===== config.mk =====
export PLATFORM = sky130hd
export DESIGN_NAME = router_pkt_reg
export DESIGN_NICKNAME = d
export VERILOG_FILES = /design/src/rtl/router_pkt_reg.sv
export SDC_FILE = /design/constraint.sdc
export NUM_CORES = 1
export LEC_CHECK = 0
export CORE_AREA = 2 2 96 98
export CTS_BUF_LIST = sky130_fd_sc_hd__clkbuf_8
export CTS_CLUSTER_DIAMETER = 40
export DETAILED_ROUTE_END_ITERATION = 16
export DIE_AREA = 0 0 98 100
export RECOVER_POWER = 50
export SYNTH_ARGS = -nofsm -noshare
export SYNTH_HDL_FRONTEND = slang
export SYNTH_SLANG_ARGS = --single-unit

===== constraint.sdc =====
create_clock -name clk -period 2 [get_ports clk]
set_input_delay 0.2 -clock clk [delete_from_list [all_inputs] [get_ports clk]]
set_output_delay 0.2 -clock clk [all_outputs]
set_load 0.1 [all_outputs]

===== src/rtl/router_pkt_reg.sv =====
// Datapath register stage of the 1x3 router: header latch, FIFO write steering and
// running XOR parity check. Optional length check enabled by `define ROUTER_REG_LEN_CHECK_EN.
module router_pkt_reg #(
  parameter int DATA_W = 8
) (
  input  logic              clk,
  input  logic              reset,
  input  logic [DATA_W-1:0] data_in,
  input  logic              pkt_valid,
  input  logic              fifo_full,
  input  logic              detect_add,
  input  logic              lfd_state,
  input  logic              ld_state,
  input  logic              laf_state,
  input  logic              full_state,
  input  logic              rst_int_reg,
  output logic [DATA_W-1:0] dout,
  output logic              parity_done,
  output logic              low_pkt_valid,
  output logic              err
);

  logic [DATA_W-1:0] hdr;
  logic [DATA_W-1:0] hold;
  logic [DATA_W-1:0] int_par;
  logic [DATA_W-1:0] pkt_par;
  logic              hold_par;
  logic              done_q;
  logic              mismatch;

  // The FIFO_FULL state freezes the datapath simply by not being acted on.
  logic unused_full_state;
  assign unused_full_state = full_state;

  // One-hot flags decoded in dout priority order so overlapping flags stay deterministic.
  logic hdr_ok, lfd_wr, ld_wr, ld_park, laf_wr, done_rise;
  assign hdr_ok    = detect_add && pkt_valid && (data_in[1:0] != 2'b11);
  assign lfd_wr    = lfd_state;
  assign ld_wr     = !lfd_state && ld_state && !fifo_full;
  assign ld_park   = !lfd_state && ld_state && fifo_full;
  assign laf_wr    = !lfd_state && !ld_state && laf_state;
  assign done_rise = parity_done && !done_q;

`ifdef ROUTER_REG_LEN_CHECK_EN
  localparam int CNT_W = DATA_W - 2;
  logic [CNT_W-1:0] count;
  logic             pay_wr;

  assign pay_wr   = (ld_wr && pkt_valid) || (laf_wr && !hold_par);
  assign mismatch = (int_par != pkt_par) || (count != hdr[DATA_W-1:2]);

  always_ff @(posedge clk) begin
    if (reset)
      count <= '0;
    else if (detect_add)
      count <= '0;
    else if (pay_wr && (count != '1))
      count <= count + 1'b1;
  end
`else
  assign mismatch = (int_par != pkt_par);
`endif

  // NOTE: every state register here uses non-blocking assignment so all updates
  // read pre-edge values, e.g. the parity byte and parity_done land together.
  always_ff @(posedge clk) begin
    if (reset) begin
      dout          <= '0;
      parity_done   <= 1'b0;
      low_pkt_valid <= 1'b0;
      err           <= 1'b0;
      hdr           <= '0;
      hold          <= '0;
      hold_par      <= 1'b0;
      int_par       <= '0;
      pkt_par       <= '0;
      done_q        <= 1'b0;
    end else begin
      done_q <= parity_done;

      if (hdr_ok)
        hdr <= data_in;

      if (lfd_wr)
        dout <= hdr;
      else if (ld_wr)
        dout <= data_in;
      else if (ld_park) begin
        hold     <= data_in;
        hold_par <= !pkt_valid;
      end else if (laf_wr)
        dout <= hold;

      if (detect_add) begin
        int_par     <= '0;
        pkt_par     <= '0;
        parity_done <= 1'b0;
        err         <= 1'b0;
      end else begin
        if (lfd_wr)
          int_par <= int_par ^ hdr;
        else if (ld_wr) begin
          if (pkt_valid)
            int_par <= int_par ^ data_in;
          else begin
            pkt_par     <= data_in;
            parity_done <= 1'b1;
          end
        end else if (laf_wr) begin
          if (!hold_par)
            int_par <= int_par ^ hold;
          else if (!parity_done) begin
            pkt_par     <= hold;
            parity_done <= 1'b1;
          end
          // Parity byte seen but not yet written: still close the packet.
          if (low_pkt_valid && !parity_done)
            parity_done <= 1'b1;
        end

        if (done_rise)
          err <= mismatch;
      end

      if (rst_int_reg)
        low_pkt_valid <= 1'b0;
      else if (ld_state && !pkt_valid)
        low_pkt_valid <= 1'b1;
    end
  end

endmodule


==> results.yml <==
worst_setup_path:
  cp_top_family: "compound AO/OA/AOI/OAI gates"
  crit_path_max_incr_delay_ps: 570
  critPathKind: "input port to register"
  cp-start-kind: "input port"
  cp-endpoint: "int_par[1]"
  cp_cell_sequence: "dlygate4sd3_1, buf_4, nor2b_1, a221o_1, a21o_1, a21oi_1"
  cp_data_required_time_ps: 2230
  cp_slowest_cell: "dlygate4sd3_1"
  regToRegStartpoint: "hold_par"
  arrival_ps: 1990
  cp-end-kind: "register"
  cp_num_buf_inv: 2
  startpoint: "ld_state"
  cp_max_fo: 16
  rrSetupSlack_ps: 610
  cp.depth: 6
  reg2regPathDepth: 4
  r2r_end: "int_par[1]"
routing:
  wl_per_cell_microns: 11.8
  dr.first_iter.drc_count: 49
  route.vias.total: 1701
  drtPass1Iterations: 4
  drcViolationCount: 0
  routed_wl_mm: 4.45
  drt-vias-per-instance: 4.51
  postRouteAntennaNets: 0
place:
  dpl.hpwl_mm: 3.42
  port_buffers: 27
  gp_congestion: 0.799
  place_ws_ps: 25.2
  placed_cell_area_sq_um: 2550
clock_network:
  htreeDepth: 2
  cts_tree: "yes"
  clock-sinks: 45
  cts-root-buf: "clkbuf_8"
  cts_resized: 0
  path_clk_slew_ps: 90
  clk_path_buf_depth: 2
  hold_buffers: 0
  cts_buffers: 5
  worstSkewPairLatency_ps: 300
  cts_setup_buffers: 0
cells_and_area:
  multiInputGateArea_sq_um: 1120
  fillerInstances: 922
  area_growth_pct: 22.5
  nNetsFinal: 283
  stdcell_area_sq_um: 2610
  diodes: 0
  seq_area_sq_um: 901
  drive_gt1_share_pct: 13.2
synth:
  synth_top_cell_area_share_pct: 42.2
  ys_top_cells_by_count: "dfxtp_1, nor2_1, mux2i_1, a21oi_1, clkbuf_1"
  synthArstFlopShare_pct: 0
  synth-edff-count: 0
  synth_seq_cells: 45
  synthCells: 236
  yosys.area_share.simple_pct: 19.8
  seq_area_frac_synth_pct: 42.2
  synth_fp_nets: 254
  yosysTopAreaCell: "dfxtp_1"
  netlist_area_sq_um: 2130
  yosys.area_share.adder_pct: 0
  synth_top_family_by_area: "simple AND/OR/NAND/NOR gates"
  yosys_most_used_dff: "dfxtp_1"
  ys_types: 29
  post-synth-top-count-cell: "dfxtp_1"
  synth_xor_area_share_pct: 3.28
  synth_area_leaders: "dfxtp_1, mux2i_1, nor2_1"
  synth_compound_area_share_pct: 18.1
  synth_warnings: 0
  synth_mux_area_share_pct: 11.3
  syn_area_per_cell_sq_um: 9.04
sta:
  finalCriticalPeriod_ps: 1760
  fin_crit_sh_pct: 88.1
  final_max_slew_viol_count: 0
  fin_tns_setup_ps: 0
  tightest_slew_ps: 1190
  max_freq_mhz: 567
  relSlewSlack_pct: 20.8
  setup_viol: 0
  timing_hold_violations_final: 0
  skew_ps: 7.36
  fin_ws_ps: 237
  rsz0062_at_grt: "false"
global_routing:
  grt_pass1_vias: 1518
  antenna_found_initial: 0
  grt_max_degree: 39
  grt_remaining_overflow: 0
  grt_pass1_wl_mm: 7.47
  grtUsageTotal_pct: 9.36
floorplan:
  ios: 29
  die-area_sq_um: 9800
  die_x_microns: 98
  die-height_microns: 100
  core_sq_um: 8890
  initial_core_util_pct: 24.0
  rows: 35
run_status:
  outcome: "complete, no violations"
flow_run:
  maxCapViolCount: 0
pwr:
  finalPower_mw: 1.79
  power_density_nw_per_um2: 686
  power.leakage_nw: 1.07
  vdd_ir_drop_max_mv: 0.219
hold_path:
  worstHoldPathType: "input port to register"
## registers in the layout, summed over array words and instances, names as in the netlist
| name | count |
|---|---|
| low_pkt_valid | 1 |
| hold_par | 1 |
| pkt_par | 8 |
| dout | 8 |
| err | 1 |
| hold | 8 |
| hdr | 8 |
| parity_done | 1 |
| int_par | 8 |
| done_q | 1 |
## stage by stage
stage	hold slack (ps)	util (%)	std cells
2_1_floorplan	279	-	236
3_3_place_gp	468	28.7	369
3_5_place_dp	475	28.7	369
4_1_cts	449	29.7	377
5_1_grt	451	29.4	377
6_report	453	29.4	377
## per-layer routing
| layer | vias up | track usage (%) | wire [microns] |
|---|---|---|---|
| li1 | 893 | - | - |
| met1 | 779 | 11.3 | 2100 |
| met2 | 24 | 16.3 | 2170 |
| met3 | 5 | 2.02 | 126 |
| met4 | 0 | 3.53 | 59 |
| met5 | - | 0 | 0 |
## power breakdown
group / internal [mW] / total (mW) / switching, mW / leakage, nW
Combinational: 0.115 / 0.291 / 0.176 / 0.658
Sequential: 0.922 / 0.938 / 0.0159 / 0.365
Clock: 0.248 / 0.563 / 0.315 / 0.0445
Total: 1.28 / 1.79 / 0.508 / 1.07
## cells by family after synthesis
| kind of cell | after synthesis |
|---|---|
| muxes | 24 |
| AOI/OAI and AO/OA | 50 |
| xor gates and xnor gates | 8 |
| buffers and inverters | 27 |
| and+or+nand+nor | 82 |
| DFF | 45 |
## worst reg2reg max path, delay by kind of cell (launching register included)
family,cells,cell delay (ps)
flip-flops,1,380
AND/OR/NAND/NOR,1,70
AO/OA/AOI/OAI,3,880
## placed cells by master (no fill, tap or decap), types with 8 or more instances in the layout
master,count
a21o_1,8
a21oi_1,13
a221o_1,9
buf_4,9
clkbuf_2,11
clkdlybuf4s50_1,14
dfxtp_1,45
inv_1,10
mux2i_1,24
nand2_1,9
nand3_1,9
nor2_1,37
nor2b_1,9
nor4bb_1,8
o21ai_0,9
## layout make-up
type / instances / area share [%]
Clock buffer: 5 / 2.63
Inverter: 10 / 1.44
Timing Repair Buffer: 39 / 12.5
Tap cell: 111 / 5.32
Clock inverter: 3 / 0.814
Multi-Input combinational cell: 164 / 42.8
Sequential cell: 45 / 34.5
## worst min path at each step
stage           startpoint            end  slack (ps)  depth (start not counted)
2_1_floorplan  rst_int_reg  low_pkt_valid         280                          1
3_3_place_gp           err            err         470                          2
3_5_place_dp           err            err         480                          2
4_1_cts        rst_int_reg  low_pkt_valid         450                          2
5_1_grt        rst_int_reg  low_pkt_valid         450                          2
6_report       rst_int_reg  low_pkt_valid         450                          2
Power figures use the tool's default switching activity.
